[config.mk]
export PLATFORM = sky130hd
export DESIGN_NAME = decode_stage
export DESIGN_NICKNAME = d
export VERILOG_FILES = /design/src/rtl/riscv_pkg.sv /design/src/rtl/imm_gen.sv /design/src/rtl/decode_stage.sv
export SDC_FILE = /design/constraint.sdc
export NUM_CORES = 1
export LEC_CHECK = 0
export BUFFER_PORTS_ARGS = -buffer_cell sky130_fd_sc_hd__buf_2
export CAP_MARGIN = 0
export CORE_ASPECT_RATIO = 2
export CORE_MARGIN = 2
export CORE_UTILIZATION = 55
export CTS_CLUSTER_DIAMETER = 200
export DETAILED_ROUTE_END_ITERATION = 10
export PLACE_DENSITY = 0.85
export SLEW_MARGIN = 40
export SYNTH_ARGS = -nofsm -noshare
export SYNTH_HDL_FRONTEND = slang
export SYNTH_HIERARCHICAL = 1
export SYNTH_SLANG_ARGS = --single-unit
[constraint.sdc]
create_clock -name clk -period 5.3 [get_ports clk]
set_input_delay 0.265 -clock clk [delete_from_list [all_inputs] [get_ports clk]]
set_output_delay 0.265 -clock clk [all_outputs]
set_load 0.02 [all_outputs]
[src/rtl/riscv_pkg.sv]
// Shared RV32I encodings for the decode stage: opcodes, immediate formats,
// ALU op encodings and the decoded-instruction bundle held in the output register.
package riscv_pkg;

    typedef enum logic [6:0] {
        OPC_LOAD     = 7'b0000011,
        OPC_MISC_MEM = 7'b0001111,
        OPC_OP_IMM   = 7'b0010011,
        OPC_AUIPC    = 7'b0010111,
        OPC_STORE    = 7'b0100011,
        OPC_OP       = 7'b0110011,
        OPC_LUI      = 7'b0110111,
        OPC_BRANCH   = 7'b1100011,
        OPC_JALR     = 7'b1100111,
        OPC_JAL      = 7'b1101111
    } opcode_e;

    typedef enum logic [2:0] {
        IMM_NONE,
        IMM_I,
        IMM_S,
        IMM_B,
        IMM_U,
        IMM_J
    } imm_fmt_e;

    localparam logic [3:0] ALU_ADD = 4'b0000;
    // funct3 of the shift-right group, the only OP-IMM case where funct7[5] matters
    localparam logic [2:0] F3_SR   = 3'b101;

    typedef struct packed {
        logic [31:0] pc;
        logic [4:0]  rd;
        logic [4:0]  rs1;
        logic [4:0]  rs2;
        logic [31:0] imm;
        logic [2:0]  funct3;
        logic [3:0]  alu_op;
        logic        reg_write;
        logic        mem_read;
        logic        mem_write;
        logic        branch;
        logic        jump;
        logic        jalr;
        logic        use_imm;
        logic        use_pc;
        logic        illegal;
    } id_bundle_t;

    function automatic imm_fmt_e imm_fmt(input logic [6:0] opcode);
        imm_fmt_e fmt;
        fmt = IMM_NONE;
        case (opcode)
            OPC_JALR, OPC_LOAD, OPC_OP_IMM: fmt = IMM_I;
            OPC_STORE:                      fmt = IMM_S;
            OPC_BRANCH:                     fmt = IMM_B;
            OPC_LUI, OPC_AUIPC:             fmt = IMM_U;
            OPC_JAL:                        fmt = IMM_J;
            default:                        fmt = IMM_NONE;
        endcase
        return fmt;
    endfunction

    function automatic logic rs1_used(input logic [6:0] opcode);
        return !(opcode == OPC_LUI || opcode == OPC_AUIPC || opcode == OPC_JAL);
    endfunction

    function automatic logic rs2_used(input logic [6:0] opcode);
        return (opcode == OPC_OP || opcode == OPC_BRANCH || opcode == OPC_STORE);
    endfunction

endpackage

[src/rtl/imm_gen.sv]
// Combinational immediate generator: picks the sign-extended immediate format
// from the opcode; formats without an immediate (OP, FENCE, illegal) give 0.
module imm_gen
    import riscv_pkg::*;
(
    input  logic [31:0] inst_i,
    output logic [31:0] imm_o
);

    imm_fmt_e fmt;

    assign fmt = imm_fmt(inst_i[6:0]);

    always_comb begin
        imm_o = '0;
        case (fmt)
            IMM_I: imm_o = {{20{inst_i[31]}}, inst_i[31:20]};
            IMM_S: imm_o = {{20{inst_i[31]}}, inst_i[31:25], inst_i[11:7]};
            IMM_B: imm_o = {{19{inst_i[31]}}, inst_i[31], inst_i[7], inst_i[30:25],
                            inst_i[11:8], 1'b0};
            IMM_U: imm_o = {inst_i[31:12], 12'b0};
            IMM_J: imm_o = {{11{inst_i[31]}}, inst_i[31], inst_i[19:12], inst_i[20],
                            inst_i[30:21], 1'b0};
            default: imm_o = '0;
        endcase
    end

endmodule

[src/rtl/decode_stage.sv]
// RV32I decode stage: one-entry registered output toward execute, with
// load-use hazard stall, flush squash and register-file address steering.
module decode_stage
    import riscv_pkg::*;
(
    input  logic        clk,
    input  logic        rst,
    input  logic        if_valid,
    input  logic [31:0] if_inst,
    input  logic [31:0] if_pc,
    output logic        if_ready,
    input  logic        flush,
    output logic [4:0]  rs1i,
    output logic [4:0]  rs2i,
    output logic        id_valid,
    input  logic        id_ready,
    output logic [31:0] id_pc,
    output logic [4:0]  id_rd,
    output logic [31:0] id_imm,
    output logic [2:0]  id_funct3,
    output logic [3:0]  id_alu_op,
    output logic        id_reg_write,
    output logic        id_mem_read,
    output logic        id_mem_write,
    output logic        id_branch,
    output logic        id_jump,
    output logic        id_jalr,
    output logic        id_use_imm,
    output logic        id_use_pc,
    output logic        id_illegal
);

    logic [31:0] imm;
    logic [6:0]  opcode;
    logic [2:0]  funct3;
    id_bundle_t  dec;
    id_bundle_t  id_q, id_d;
    logic        valid_q, valid_d;
    logic        load_use;
    logic        hazard;
    logic        accept;

    imm_gen u_imm_gen (
        .inst_i (if_inst),
        .imm_o  (imm)
    );

    assign opcode = if_inst[6:0];
    assign funct3 = if_inst[14:12];

    always_comb begin
        dec        = '0;
        dec.pc     = if_pc;
        dec.rd     = if_inst[11:7];
        dec.rs1    = if_inst[19:15];
        dec.rs2    = if_inst[24:20];
        dec.imm    = imm;
        dec.funct3 = funct3;
        dec.alu_op = ALU_ADD;
        // LUI/AUIPC/JAL/JALR feed the immediate into the adder; AUIPC/JAL add it to the PC
        case (opcode)
            OPC_LUI: begin
                dec.reg_write = 1'b1;
                dec.use_imm   = 1'b1;
            end
            OPC_AUIPC: begin
                dec.reg_write = 1'b1;
                dec.use_imm   = 1'b1;
                dec.use_pc    = 1'b1;
            end
            OPC_JAL: begin
                dec.reg_write = 1'b1;
                dec.jump      = 1'b1;
                dec.use_imm   = 1'b1;
                dec.use_pc    = 1'b1;
            end
            OPC_JALR: begin
                dec.reg_write = 1'b1;
                dec.jump      = 1'b1;
                dec.jalr      = 1'b1;
                dec.use_imm   = 1'b1;
            end
            OPC_BRANCH: dec.branch = 1'b1;
            OPC_LOAD: begin
                dec.reg_write = 1'b1;
                dec.mem_read  = 1'b1;
                dec.use_imm   = 1'b1;
            end
            OPC_STORE: begin
                dec.mem_write = 1'b1;
                dec.use_imm   = 1'b1;
            end
            OPC_OP_IMM: begin
                dec.reg_write = 1'b1;
                dec.use_imm   = 1'b1;
                dec.alu_op    = (funct3 == F3_SR) ? {if_inst[30], funct3} : {1'b0, funct3};
            end
            OPC_OP: begin
                dec.reg_write = 1'b1;
                dec.alu_op    = {if_inst[30], funct3};
            end
            OPC_MISC_MEM: ;
            default: dec.illegal = 1'b1;
        endcase
        if (dec.rd == 5'd0) begin
            dec.reg_write = 1'b0;
        end
    end

    assign load_use = valid_q && id_q.mem_read && (id_q.rd != 5'd0);
    assign hazard   = load_use &&
                      (((id_q.rd == if_inst[19:15]) && rs1_used(opcode)) ||
                       ((id_q.rd == if_inst[24:20]) && rs2_used(opcode)));
    assign if_ready = flush || ((!valid_q || id_ready) && !hazard);
    assign accept   = if_valid && if_ready && !flush;

    // Outside the acceptance cycle the held instruction keeps addressing the register file
    assign rs1i = accept ? dec.rs1 : id_q.rs1;
    assign rs2i = accept ? dec.rs2 : id_q.rs2;

    always_comb begin
        valid_d = valid_q;
        id_d    = id_q;
        if (flush) begin
            valid_d = 1'b0;
        end else if (accept) begin
            valid_d = 1'b1;
            id_d    = dec;
        end else if (id_ready) begin
            valid_d = 1'b0;
        end
    end

    always_ff @(posedge clk) begin
        if (rst) begin
            valid_q <= 1'b0;
            id_q    <= '0;
        end else begin
            valid_q <= valid_d;
            id_q    <= id_d;
        end
    end

    assign id_valid     = valid_q;
    assign id_pc        = id_q.pc;
    assign id_rd        = id_q.rd;
    assign id_imm       = id_q.imm;
    assign id_funct3    = id_q.funct3;
    assign id_alu_op    = id_q.alu_op;
    assign id_reg_write = id_q.reg_write;
    assign id_mem_read  = id_q.mem_read;
    assign id_mem_write = id_q.mem_write;
    assign id_branch    = id_q.branch;
    assign id_jump      = id_q.jump;
    assign id_jalr      = id_q.jalr;
    assign id_use_imm   = id_q.use_imm;
    assign id_use_pc    = id_q.use_pc;
    assign id_illegal   = id_q.illegal;

endmodule

# --- Yosys cells after proc, flatten, opt, wreduce, memory -nomap -nowiden ---
# Cells that the tools add are included.
classes:
  reduce_logical: 31
  eq_ne: 18
  n_mux: 18
  bitwise: 1
ops:
  columns: ["operator", "count"]
  rows:
  - ["32-bit case mux with 5 select lines", 1]
  - ["7-bit by 6-bit equality test with 1-bit output (second input constant)", 3]
  - ["7-bit equality test (second input constant)", 3]
  - ["3-bit case mux with 5 select lines", 1]
  - ["7-bit by 5-bit equality test with 1-bit output (second input constant)", 2]
  - ["7-bit OR reduction", 2]
  - ["1-bit two-way mux", 12]
  - ["5-bit equality test", 2]
  - ["5-bit two-way mux", 2]
  - ["10-bit OR reduction", 1]
  - ["3-bit equality test (second input constant)", 3]
  - ["1-bit logical AND", 8]
  - ["4-bit case mux with 2 select lines", 1]
  - ["2-bit OR reduction", 4]
  - ["7-bit by 2-bit equality test with 1-bit output (second input constant)", 1]
  - ["7-bit by 4-bit equality test with 1-bit output (second input constant)", 1]
  - ["1-bit logical OR", 7]
  - ["3-bit by 2-bit equality test with 1-bit output (second input constant)", 2]
  - ["5-bit zero test", 1]
  - ["5-bit nonzero test", 1]
  - ["1-bit zero test", 4]
  - ["4-bit two-way mux", 1]
  - ["3-bit by 1-bit equality test with 1-bit output (second input constant)", 1]
  - ["3-bit OR reduction", 1]
  - ["3 further kinds", 3]
word_totals:
  word_cells: 85
  output_inout_bits: 97
  regBits: 96

# --- Logic depth before layout (Yosys ltp) ---
logic_depth:
  word_depth: 13
  ltp_mapped: 8

# --- Cells and area by module ---
# The synthesis kept the hierarchy.
modules_own_cells:
  columns: ["mod", "instances", "cells_each", "area_per_inst_um2"]
  rows:
  - ["decode_stage", 1, 589, 4797.1]
  - ["imm_gen", 1, 76, 490.5]

# --- Worst setup path after synthesis ---
# OpenSTA, ideal clock, no wires.
synth_path:
  path_kind: "input-to-output"
  from: "input if_inst[3]"
  to: "output if_ready"
  stages: 7
  t_arrival_ns: 1.963
  path_slack_ns: 3.072
  path_cell_list: "buf_2 -> or4_4 -> o41ai_4 -> buf_6 -> buf_6 -> nor2_2 -> or2_1"
synth_via:
  elab_chain_cells: 10
synth_rtl:
  columns: ["item", "line", "rtl"]
  rows:
  - ["from (decl)", "decode_stage.sv:9", "input logic [31:0] if_inst,"]
  - ["7-bit by 6-bit equality test with 1-bit output or 7-bit by 5-bit equality test with 1-bit output (tied branches)", "riscv_pkg.sv:65", "return !(opcode == OPC_LUI || opcode == OPC_AUIPC || opcode == OPC_JAL);"]
  - ["1-bit logical OR (2 in series)", "riscv_pkg.sv:65", null]
  - ["1-bit zero test", "riscv_pkg.sv:65", null]
  - ["1-bit logical AND", "decode_stage.sv:112", "(((id_q.rd == if_inst[19:15]) && rs1_used(opcode)) ||"]
  - ["1-bit logical OR (*)", "decode_stage.sv:112", null]
  - ["1-bit logical AND (*)", "decode_stage.sv:111", "assign hazard = load_use &&"]
  - ["1-bit zero test (*)", "decode_stage.sv:114", "assign if_ready = flush || ((!valid_q || id_ready) && !hazard);"]
  - ["1-bit logical AND (*)", "decode_stage.sv:114", null]
  - ["1-bit logical OR (*)", "decode_stage.sv:114", null]
  - ["to (decl)", "decode_stage.sv:11", "output logic if_ready,"]
# Mark *: on every way between the ends. The rest lies on a longest branch, timed or not.

# --- Worst setup path after layout ---
layout_path:
  from: "register id_q, in the netlist id_rd[1]"
  to: "output rs1i[2]"
layout_via:
  elab_chain_cells: 10
layout_rtl:
  columns: ["item", "line", "rtl"]
  rows:
  - ["from (decl)", "decode_stage.sv:37", "id_bundle_t id_q, id_d;"]
  - ["from (signal assigned)", "decode_stage.sv:140", "id_q <= id_d;"]
  - ["5-bit equality test (on tied branches)", "decode_stage.sv:112, decode_stage.sv:113", null]
  - ["1-bit logical AND (on tied branches)", "decode_stage.sv:112, decode_stage.sv:113", null]
  - ["1-bit logical OR", "decode_stage.sv:112", null]
  - ["1-bit logical AND (*)", "decode_stage.sv:111", null]
  - ["1-bit zero test (*)", "decode_stage.sv:114", null]
  - ["1-bit logical AND (*)", "decode_stage.sv:114", null]
  - ["1-bit logical OR (*)", "decode_stage.sv:114", null]
  - ["1-bit logical AND (*) (2 in series)", "decode_stage.sv:115", "assign accept = if_valid && if_ready && !flush;"]
  - ["5-bit two-way mux (*)", "decode_stage.sv:118", "assign rs1i = accept ? dec.rs1 : id_q.rs1;"]
  - ["to (decl)", "decode_stage.sv:13", "output logic [4:0] rs1i,"]
# Marked as above.

==> qor.txt <==
DIE
--------------------------------------------------------------------------------
Die outline height                                                        143 um
Core ar.                                                              9380 sq um
Die ar.                                                              10500 sq um
Std-Cell Rows                                                                 50
Starting utilization of the core area                                      0.563
Count of pins on the block boundary                                          166
Die extent in x                                                          73.3 um

PLACED DESIGN
--------------------------------------------------------------------------------
Routability congestion estimate from global placement                      0.915
Number of input and output port buffers inserted                             165
# placed instances                                                           805
Post-placement worst setup slack                                         2.37 ns
HPWL Detailed                                                            10.5 mm

WORST SETUP PATH
--------------------------------------------------------------------------------
Worst setup path endpoint                                                rs1i[2]
Critical Path Start Type                                                register
Critical Setup Path Class                                           register to output pin
Signal arrival time at the worst endpoint                                2.69 ns
Required time of the critical path                                       5.04 ns
Buf/Inv on CP                                                                  1
Register-to-Register Setup Slack                                         2.37 ns
Worst R2R End                                                         id_illegal
Delay-heaviest family, CP                                           compound AO/OA/AOI/OAI gates
Kind of end point of the critical path                                output pin
Worst stage delay on the critical path                                   0.58 ns
CP max FO                                                                     28
Slowest library cell on the worst path                              sky130_fd_sc_hd__or4_1
Cells along the critical path                                       or4_1 -> o211ai_2 -> o41a_2 -> nand3_1 -> nand2_1 -> buf_2
Source of the worst register-to-register timing path                    id_rd[1]
Critical path depth in cells                                                   6
Worst setup path start                                                  id_rd[1]
Reg2reg path depth                                                             6

LAYOUT
--------------------------------------------------------------------------------
Fraction of final layout cells sized beyond drive strength 1               0.282
Final net count                                                              781
Highest-count cells in the layout ignoring fill and taps            sky130_fd_sc_hd__buf_2 (164), sky130_fd_sc_hd__o21ai_0 (103), sky130_fd_sc_hd__dfxtp_1 (96)
Most common cell after layout, fill and taps aside                  sky130_fd_sc_hd__buf_2
Count of filler cells inserted in the layout                                 867
Layout area overhead                                                       7.69%
Combined flip-flop and latch cell area                                1920 sq um
Number of diodes added for antenna fixing                                      0
Multi-input logic area                                                2440 sq um
Number of cells in the finished layout apart from fillers                    820
Final core occ                                                             0.607

TIMING
--------------------------------------------------------------------------------
Setup TNS                                                                   0 ns
Maximum operating frequency                                            0.339 GHz
Worst max-slew margin expressed relative to the limit                      0.497
Tightest Pin Transition                                                 0.755 ns
Tcrit/Tclk final                                                           0.557
Setup violators final                                                          0
Min Tclk post-route                                                      2.95 ns
Setup slack after layout                                                 2.35 ns
Maximum clock skew at final layout                                    0.00892 ns
Setup repair after global routing missed its margin                           no
Number of pins with negative max-slew slack in the final report                0
Final Hold Viols                                                               0

GRT
--------------------------------------------------------------------------------
Remaining Overflow, GRT                                                        0
Number of global-route vias before repair                                   4642
Number of antenna violations at the first check in global routing              0
Pin count of the biggest net entering global routing                         101
Global router's overall resource usage                                     0.287
First-pass GRT wire length                                               23.3 mm

CLOCK TREE
--------------------------------------------------------------------------------
Clock insertion delay at the later pin of the skew report                0.35 ns
Depth of the CTS H-tree                                                        3
Clock sink total                                                              96
Clock tree from TritonCTS                                                    yes
CTS Buffer Depth                                                               2
Number of CTS-inserted buffers                                                 9
Hold buffer count at cts                                                       0
Clock transition at the registers of the reported paths                  0.06 ns
Number of buffers added for setup after CTS                                    0
Cells resized by post-CTS repair                                               0
Cell at the root of the clock tree                                  sky130_fd_sc_hd__clkbuf_16

ROUTE
--------------------------------------------------------------------------------
Drt pass-1 iters                                                               6
Vias                                                                        5030
Post-DR vias/cell                                                           6.13
WL final                                                                 15.0 mm
Final antenna-violating net count                                              0
1st-iter DRT viols                                                           372
Detailed-route wire length per cell                                      18.3 um
Residual DRC                                                                   0

YOSYS
--------------------------------------------------------------------------------
Cell type with the highest aggregate area in the netlist            sky130_fd_sc_hd__dfxtp_1
Combined area of all synthesized cells                                5290 sq um
Post-synthesis register bit count                                             96
Post-synth top area share                                                  0.363
Biggest area contributors in the synthesized netlist                sky130_fd_sc_hd__dfxtp_1 (36%), sky130_fd_sc_hd__buf_4 (12%), sky130_fd_sc_hd__o21ai_0 (9.7%), sky130_fd_sc_hd__a21oi_1 (8.5%), sky130_fd_sc_hd__nand3_1 (8.2%)
Number of instances in the synthesized netlist                               665
Main flop type after synthesis                                      sky130_fd_sc_hd__dfxtp_1
Portion of the post-synthesis area used by sequential elements             0.363
Post-synthesis compound-gate area fraction                                 0.262
Post-Synth XOR/XNOR Area                                                  0.0166
Post-synthesis adder-cell area fraction                                        0
Dominant combinational cell family by area after synthesis          compound AO/OA/AOI/OAI gates
Post-Synth Simple-Gate Area                                                0.178
Synthesized Nets                                                             734
Share of synthesized registers carrying an async set or reset                  0
YS warnings                                                                    6
Distinct cell type count of the synthesized netlist                           56
Post-synthesis mux area share                                            0.00189
EDFF count, synth                                                              0
Syn_area_per_cell                                                     7.95 sq um

PWR
--------------------------------------------------------------------------------
Total power divided by cell area                                     286 nW/um^2
Final Power                                                              1.63 mW
Leakage Power                                                            2.56 nW
Worst VDD drop                                                        0.000257 V

FLOW RUN
--------------------------------------------------------------------------------
Total of max-cap violations                                                    0

HOLD PATH
--------------------------------------------------------------------------------
Hold Path Class                                                     input port to register

STATUS
--------------------------------------------------------------------------------
Result of the run                                                   finished clean

==> power by group <==
part | leakage [nW] | switching, mW | total, mW | internal, mW
combinational | 1.64 | 0.145 | 0.216 | 0.0704
sequential | 0.780 | 0.0104 | 0.752 | 0.741
clock | 0.146 | 0.281 | 0.662 | 0.381
total | 2.56 | 0.436 | 1.63 | 1.19
==> logic make-up (layout without fill, tap and decap cells) <==
kind of cell | count (synthesis) | after routing
muxes | 1 | 1
buffers and inverters | 140 | 191
AOI/OAI and AO/OA | 242 | 242
DFF | 96 | 96
and+or+nand+nor | 176 | 176
xor gates and xnor gates | 10 | 10
==> per-layer routing <==
metal  GRT usage  share of wire
met1       0.342           0.37
met2       0.474           0.52
met3      0.0445          0.057
met4       0.172          0.053
met5           0              0
==> final cells by class <==
class                           count  share of cell area
Tap cell                          104              0.0229
Sequential cell                    96               0.338
Inverter                            5             0.00330
Multi-Input combinational cell    429               0.429
Clock buffer                       10              0.0420
Clock inverter                      5              0.0112
Timing Repair Buffer              171               0.154
==> stage by stage <==
step	hold slack, ns	instance area, sq um
2_1_floorplan	0.343	5290
3_3_place_gp	0.457	5380
3_5_place_dp	0.462	5380
4_1_cts	0.101	5690
5_1_grt	0.127	5690
6_report	0.111	5690
==> state kept, by name, indices dropped and copies added (netlist names) <==
signal	flops
id_alu_op	4
id_branch	1
id_funct3	3
id_illegal	1
id_imm	32
id_jalr	1
id_jump	1
id_mem_read	1
id_mem_write	1
id_pc	32
id_q	10
id_rd	5
id_reg_write	1
id_use_imm	1
id_use_pc	1
id_valid	1
==> cell usage after synthesis (all sizes together), types with 2 or more instances <==
master / instances
o21ai: 109
o41a: 2
nand3: 87
o211ai: 4
nand2b: 3
and4b: 2
or4: 4
nand2: 30
nor3: 4
clkbuf: 20
nand3b: 2
buf: 115
a22o: 4
a211oi: 3
o41ai: 2
nor4: 3
and2: 7
nor4b: 2
nor2b: 13
dfxtp: 96
a2111oi: 2
inv: 5
a21oi: 90
nor2: 11
a31oi: 2
xnor2: 10
a21o: 19
==> worst min-delay path by stage <==
stage	from	endpoint	slack, ns	cells after the start
2_1_floorplan	flush	id_valid	0.34	1
6_report	flush	id_valid	0.11	2
5_1_grt	flush	id_valid	0.13	2
3_3_place_gp	flush	id_valid	0.46	2
3_5_place_dp	flush	id_valid	0.46	2
4_1_cts	flush	id_valid	0.10	2
==> worst reg2reg max path, delay by kind of cell (launching register included) <==
family	cells	cell delay, ns
AND/OR/NAND/NOR	1	0.58
AO/OA/AOI/OAI	4	1.31
flip-flops	1	0.35
buffers and inverters	1	0.61
Note: power is estimated with default switching activity, not from simulation.
